File: src/rtl/button_event_pkg.sv
// Shared types and timing defaults for the per-button event decoder.
package button_event_pkg;

    typedef enum logic [1:0] {
        IDLE,
        PRESSED,
        LONG
    } btn_state_t;

    localparam int BTN_LONG_CYCLES_DEF   = 50_000_000;
    localparam int BTN_REPEAT_CYCLES_DEF = 10_000_000;

    // The counter must reach the larger of the two limits that are actually used.
    function automatic int btn_cnt_width(input int long_cycles, input int repeat_cycles,
                                         input bit repeat_en);
        int span;
        span = (repeat_en && (repeat_cycles > long_cycles)) ? repeat_cycles : long_cycles;
        return (span > 1) ? $clog2(span) : 1;
    endfunction

endpackage

File: src/rtl/button_event_decoder.sv
// Turns debounced button activity into short-press, long-press and auto-repeat pulses.
// Auto-repeat is built only when BUTTON_EVENT_REPEAT_EN is defined.
module button_event_decoder
    import button_event_pkg::*;
#(
    parameter int LONG_CYCLES   = BTN_LONG_CYCLES_DEF,
    parameter int REPEAT_CYCLES = BTN_REPEAT_CYCLES_DEF
) (
    input  logic clk,
    input  logic rst,
    input  logic valid_ff,
    input  logic valid_pulse,
    output logic short_pulse,
    output logic long_pulse,
    output logic repeat_pulse,
    output logic long_held
);

`ifdef BUTTON_EVENT_REPEAT_EN
    localparam bit REPEAT_EN = 1'b1;
`else
    localparam bit REPEAT_EN = 1'b0;
`endif

    localparam int CNT_W = btn_cnt_width(LONG_CYCLES, REPEAT_CYCLES, REPEAT_EN);
    localparam logic [CNT_W-1:0] LONG_LAST = CNT_W'(LONG_CYCLES - 1);
`ifdef BUTTON_EVENT_REPEAT_EN
    localparam logic [CNT_W-1:0] REPEAT_LAST = CNT_W'(REPEAT_CYCLES - 1);
`endif

    btn_state_t       r_state;
    btn_state_t       w_stateNext;
    logic [CNT_W-1:0] r_cnt;
    logic [CNT_W-1:0] w_cntNext;
    logic             r_short;
    logic             r_long;
    logic             r_repeat;
    logic             r_held;
    logic             w_short;
    logic             w_long;
    logic             w_repeat;

    // Release is tested before the threshold so a release on the threshold edge stays short.
    always_comb begin
        w_stateNext = r_state;
        w_cntNext   = r_cnt;
        w_short     = 1'b0;
        w_long      = 1'b0;
        w_repeat    = 1'b0;
        case (r_state)
            IDLE: begin
                if (valid_pulse) begin
                    w_stateNext = PRESSED;
                    w_cntNext   = '0;
                end
            end
            PRESSED: begin
                if (!valid_ff) begin
                    w_short     = 1'b1;
                    w_stateNext = IDLE;
                    w_cntNext   = '0;
                end else if (r_cnt == LONG_LAST) begin
                    w_long      = 1'b1;
                    w_stateNext = LONG;
                    w_cntNext   = '0;
                end else begin
                    w_cntNext = r_cnt + 1'b1;
                end
            end
            LONG: begin
                if (!valid_ff) begin
                    w_stateNext = IDLE;
                    w_cntNext   = '0;
                end else begin
`ifdef BUTTON_EVENT_REPEAT_EN
                    if (r_cnt == REPEAT_LAST) begin
                        w_repeat  = 1'b1;
                        w_cntNext = '0;
                    end else begin
                        w_cntNext = r_cnt + 1'b1;
                    end
`else
                    w_cntNext = '0;
`endif
                end
            end
            default: begin
                w_stateNext = IDLE;
                w_cntNext   = '0;
            end
        endcase
    end

    always_ff @(posedge clk or posedge rst) begin
        if (rst) begin
            r_state  <= IDLE;
            r_cnt    <= '0;
            r_short  <= 1'b0;
            r_long   <= 1'b0;
            r_repeat <= 1'b0;
            r_held   <= 1'b0;
        end else begin
            r_state  <= w_stateNext;
            r_cnt    <= w_cntNext;
            r_short  <= w_short;
            r_long   <= w_long;
            r_repeat <= w_repeat;
            r_held   <= (w_stateNext == LONG);
        end
    end

    assign short_pulse  = r_short;
    assign long_pulse   = r_long;
    assign repeat_pulse = r_repeat;
    assign long_held    = r_held;

endmodule

File: config.mk
export PLATFORM = sky130hd
export DESIGN_NAME = button_event_decoder
export DESIGN_NICKNAME = d
export VERILOG_FILES = /design/src/rtl/button_event_pkg.sv /design/src/rtl/button_event_decoder.sv
export SDC_FILE = /design/constraint.sdc
export NUM_CORES = 1
export LEC_CHECK = 0
export CELL_PAD_IN_SITES_DETAIL_PLACEMENT = 1
export CELL_PAD_IN_SITES_GLOBAL_PLACEMENT = 2
export CORE_ASPECT_RATIO = 0.5
export CORE_UTILIZATION = 37
export DETAILED_ROUTE_END_ITERATION = 10
export PLACE_DENSITY_LB_ADDON = 0.1
export SLEW_MARGIN = 0
export SYNTH_ARGS = -nofsm -noshare
export SYNTH_HDL_FRONTEND = slang
export SYNTH_SLANG_ARGS = --single-unit
File: constraint.sdc
create_clock -name clk -period 2.65 [get_ports clk]
set_clock_uncertainty 0.2 [all_clocks]
set_input_delay 0.3975 -clock clk [delete_from_list [all_inputs] [get_ports clk]]
set_output_delay 0.3975 -clock clk [all_outputs]
set_load 0.01 [all_outputs]
==> flow_summary.yaml, run 1 <==
logic_synthesis:
  yosys.area.top_type_share: 0.452
  syn_nets: 197
  synth_area_sq_mm: 0.00172
  synth_xor_area_frac: 0.00511
  synth_seq_cells: 31
  ys_seq_area_frac: 0.452
  yosys.area.top_type: "dfrtp_1"
  synth-simple-area-share: 0.263
  avgSynthCellArea_sq_um: 8.93
  synth_top_family_by_area: "simple AND/OR/NAND/NOR gates"
  synthArstFlopShare: 1.00
  synth_area_leaders: "dfrtp_1, nand2_1, a31oi_1"
  muxShareOfSynthArea: 0.0124
  synth-main-ff-cell: "dfrtp_1"
  synthAdderAreaFrac: 0.00729
  yosys_warnings: 0
  syn_inst: 192
  synthDistinctLibCells: 46
  synth_compound_area_frac: 0.210
  synth_edf_count: 0
die:
  rows: 17
  die_h_um: 50.1
  dieWidth_um: 98.3
  die-area_sq_mm: 0.00493
  io_pins: 8
  start_util: 0.388
  core-area_sq_mm: 0.00442
drt:
  routed_wl_um: 4440
  vias: 1519
  dr.pass1.iters: 4
  avgViaCountPerCell: 5.86
  wl_per_cell_um: 17.1
  drtIter0Drc: 74
  drc: 0
  antenna_left: 0
worst_setup_path:
  critical_path.startpoint_type: "register"
  worstPathMaxFanout: 10
  crit_arrival_ps: 2330
  critPathCaptureType: "register"
  critPathKind: "reg2reg"
  required_ps: 2580
sta:
  hold_ws_ps: 299
  hold_viol_final: 0
  drv_slew: 0
  setup_violations: 0
  fin_crit_sh: 0.907
  max_freq_ghz: 0.416
  rsz0062_at_grt: "false"
  period_needed_ps: 2400
  worst_pin_slew_ps: 659
  finalSetupTns_ps: 0
  relSlewSlack: 0.561
job:
  maxCapViolCount: 0
global_route:
  gr-usage-all-layers: 0.204
  grt_start_max_net_pins: 42
  antenna_found_initial: 0
  grt_pass1_vias: 1483
  grt_pass1_wl_um: 7620
  overflow: 0
power_and_ir_drop:
  pwr_density_cell_mw_per_mm2: 532
  ir_drop_mv: 0.301
  p_leak_nw: 0.790
clock_tree:
  postCtsSetupBuffers: 0
  clk_root_buffer_cell: "clkbuf_8"
  cts_resized: 0
  clock-sinks: 31
  htreeDepth: 2
  cts_buffers: 5
  cts_max_path_buffers: 2
  clkLatencyLatePin_ps: 280
  clkSlewWorstSetupHoldPaths_ps: 70
  cts_hold_buffers: 0
  cts_tree: "done"
finish:
  nFillCells: 526
  drive_above_1_share: 0.109
  fin_cells: 259
  syn_to_final_growth_pct: 13.2
  diodes: 0
  fin_nets: 206
run_status:
  status: "finished clean"
placement:
  routabilityCongestion: 0.801
  hpwlAfterDp_um: 3050
  place_inst: 251
  io_buffer_count: 6
min_path:
  min_path_type: "reg2reg"
[kinds of logic (layout without fill, tap and decap cells)]
group                      count (synthesis)  count (layout)
and+or+nand+nor                           87              87
adders and majority gates                  1               1
other                                      1               1
DFF                                       31              31
buffers and inverters                     14              24
xor gates and xnor gates                   1               1
muxes                                      2               2
AOI/OAI and AO/OA                         55              55
[metal layers]
layer,up-vias,routed length (um),part of all wire,GRT usage
li1,736,-,-,-
met1,748,2380,0.54,0.313
met2,33,1850,0.42,0.283
met3,2,203,0.046,0.0501
met4,0,8,0.0018,0.0473
met5,-,0,0,0
[final timing paths]
path | slack [ps] | from | end | cells past startpoint
worst max-delay path | 250 | r_cnt[12] | r_cnt[25] | 5
worst min-delay path | 300 | r_cnt[25] | r_cnt[25] | 1
worst max register to register | 250 | r_cnt[12] | r_cnt[25] | 5
worst min register to register | 300 | r_cnt[25] | r_cnt[25] | 1
max in group asynchronous | 1630 | rst | r_cnt[3] | 3
min in group asynchronous | 310 | rst | long_pulse | 3
[worst max-delay path, cell delays in order, from the launching register on]
cell	delay, ps
dfrtp_1	480
nand4_2	170
or3_1	540
or4_4	540
o21ai_0	210
a31oi_1	110
[cell type report]
type	count	area (sq um)	share of cell area
Clock buffer	8	100	0.0515
Multi-Input combinational cell	147	858	0.442
Timing Repair Buffer	13	125	0.0644
Inverter	3	11.3	0.00580
Tap cell	57	71.3	0.0367
Sequential cell	31	776	0.399
[synth_stat cells (3+ instances only)]
library cell  count
nor4_1            4
a31oi_1          15
or3_1             3
nor2_1           11
nand2b_1          5
a22o_1            3
clkbuf_1          3
nor3_1            7
nand3_1          10
inv_1             3
o21ai_0           9
a21oi_1          11
nand2_1          29
dfrtp_1          31
a41oi_1           3
nand4_1           3
[cell usage in the layout, fill, tap and decap left out, drive strengths merged, types with 2 or more instances in the layout]
cell type and n:
a21o 2, a21oi 13, a22o 3, a31oi 15
a32oi 2, a41oi 3, and2 2, and3 2
buf 7, clkbuf 8, clkdlybuf4s50 6, dfrtp 31
inv 3, nand2 29, nand2b 5, nand3 10
nand4 4, nor2 11, nor3 7, nor3b 2
nor4 4, nor4b 2, o211ai 2, o21ai 9
o31a 2, or3 3, or4 3
[state kept, by name, indices dropped and copies added, names as in the netlist]
signal and cells:
long_held 1, long_pulse 1, short_pulse 1, r_state 2, r_cnt 26
[per-stage QoR]
stage | utilization | instance area [sq um] | total power [mW] | setup slack, ps
CTS | 0.439 | 1940 | 1.05 | 220
global placement | 0.416 | 1840 | 0.626 | 357
finish | 0.439 | 1940 | 1.03 | 247
detailed placement | 0.416 | 1840 | 0.628 | 323
global route | 0.439 | 1940 | 1.08 | 139
floorplan | - | 1720 | 0.589 | 538
[where the power goes]
part / internal [mW] / leakage, nW / switching, mW
logic: 0.0410 / 0.310 / 0.0682
clock network: 0.237 / 0.0515 / 0.178
registers: 0.488 / 0.429 / 0.0209
Power figures use the tool's default switching activity.
==> run 2, diff against run 1 <==
--- a/config.mk
+++ b/config.mk
@@ -8,7 +8,8 @@
 export CELL_PAD_IN_SITES_DETAIL_PLACEMENT = 1
 export CELL_PAD_IN_SITES_GLOBAL_PLACEMENT = 2
 export CORE_ASPECT_RATIO = 0.5
-export CORE_UTILIZATION = 37
+export CORE_UTILIZATION = 39
+export CTS_BUF_LIST = sky130_fd_sc_hd__clkbuf_2
 export DETAILED_ROUTE_END_ITERATION = 10
 export PLACE_DENSITY_LB_ADDON = 0.1
 export SLEW_MARGIN = 0
==> run 2 against run 1 <==
Net effect:
- sequential share of layout area up 1.7 points
- global-route usage up 1.8 points
- combinational power about the same
- sequential power about the same
- total power down 19%
- critical endpoint unchanged
- largest cell class unchanged
==> flow_summary.yaml, run 2 (synthesis gave the netlist of run 1 again) <==
worst_setup_path:
  rr_worst_depth: 5
  worstPathMaxFanout: 10
  required_ps: 2670
  critical_path.startpoint_type: "register"
  critPathCaptureType: "register"
  rrSetupSlack_ps: 260
  critPathKind: "reg2reg"
  timing.rr.start: "r_cnt[8]"
  rr_endpoint: "r_cnt[25]"
  crit_arrival_ps: 2410
drt:
  drtIter0Drc: 104
  wl_per_cell_um: 18.4
  drc: 0
  dr.pass1.iters: 4
  avgViaCountPerCell: 6.12
  antenna_left: 0
  vias: 1560
  routed_wl_um: 4690
clock_tree:
  postCtsSetupBuffers: 0
  cts_max_path_buffers: 2
  cts_tree: "done"
  clk_root_buffer_cell: "clkbuf_2"
  htreeDepth: 2
  clkLatencyLatePin_ps: 350
  clkSlewWorstSetupHoldPaths_ps: 160
  cts_hold_buffers: 0
  cts_resized: 0
  cts_buffers: 5
  clock-sinks: 31
finish:
  nFillCells: 492
  largest-register: "r_cnt"
  largest_reg_flops: 26
  diodes: 0
  final_cell_mix: "dfrtp_1, nand2_1, a31oi_1"
  drive_above_1_share: 0.109
  syn_to_final_growth_pct: 8.61
  final_common_cell: "dfrtp_1"
  fin_nets: 207
  stdcell_area_sq_mm: 0.00186
  reg.largest.list: "r_cnt x26, r_state x2"
  utilization: 0.458
sta:
  rsz0062_at_grt: "false"
  setup_violations: 0
  drv_slew: 0
  finalSetupTns_ps: 0
  max_freq_ghz: 0.419
  relSlewSlack: 0.612
  worst_pin_slew_ps: 582
  worst_slack_ps: 263
  hold_viol_final: 0
  fin_crit_sh: 0.901
  period_needed_ps: 2390
job:
  maxCapViolCount: 0
power_and_ir_drop:
  seq_power_share: 0.608
  switching_share: 0.297
  power_uw: 835
  clockPowerShare: 0.263
  internal-power_uw: 587
  ir_drop_mv: 0.222
  power.switching_uw: 248
  pwr_density_cell_mw_per_mm2: 448
  p_leak_nw: 0.764
  pwr-share-comb: 0.128
die:
  core-area_sq_mm: 0.00406
  die-area_sq_mm: 0.00468
  dieWidth_um: 95.8
  die_h_um: 48.9
  start_util: 0.422
  io_pins: 8
  rows: 16
placement:
  hpwlAfterDp_um: 3300
  place_area_sq_mm: 0.00183
  io_buffer_count: 6
  routabilityCongestion: 0.796
  dpl_worst_slack_ps: 324
run_status:
  status: "finished clean"
global_route:
  overflow: 0
  grt_pass1_vias: 1489
  grt_start_max_net_pins: 32
  grt_pass1_wl_um: 7780
  gr-usage-all-layers: 0.222
  antenna_found_initial: 0
min_path:
  min_path_type: "in2async"
run 2: worst max-delay path: stages (launching register included):
cell	delay [ps]
dfrtp_1	480
nand2_1	190
or3_1	550
or4_4	540
o21ai_0	190
a31oi_1	100
run 2: cell type report:
cell class	count	area (sq um)	share of cell area
clock buffer	6	30.0	0.0161
inverter	3	11.3	0.00604
multi-input combinational	147	858	0.461
sequential	31	776	0.416
tap	54	67.6	0.0363
timing repair buffer	14	120	0.0645
run 2: layer usage:
layer  vias up  GRT usage  part of all wire
met5         -          0                 0
met2        33      0.304              0.43
met1       792      0.344              0.53
met3         2     0.0592             0.042
li1        733          -                 -
met4         0     0.0473           0.00085
run 2: through the flow:
| step | std cells | hold slack [ps] |
|---|---|---|
| 2_1_floorplan | 192 | 244 |
| 3_3_place_gp | 249 | 286 |
| 3_5_place_dp | 249 | 286 |
| 4_1_cts | 255 | 201 |
| 5_1_grt | 255 | 260 |
| 6_report | 255 | 204 |
run 2: power groups by stage:
stage	combinational [mW]	clock [mW]	sequential [mW]
2_1_floorplan	0.0759	0	0.513
3_3_place_gp	0.105	0	0.516
3_5_place_dp	0.107	0	0.517
4_1_cts	0.108	0.230	0.508
5_1_grt	0.120	0.241	0.511
6_report	0.107	0.220	0.508
run 2: how the worst max path moves through the flow:
stage / to / start / cells after the start
floorplan: r_cnt[21] / r_cnt[12] / 7
global placement: r_cnt[25] / r_cnt[12] / 5
detailed placement: r_cnt[25] / r_cnt[8] / 5
CTS: r_cnt[25] / r_cnt[12] / 5
global route: r_cnt[25] / r_cnt[12] / 5
finish: r_cnt[25] / r_cnt[8] / 5
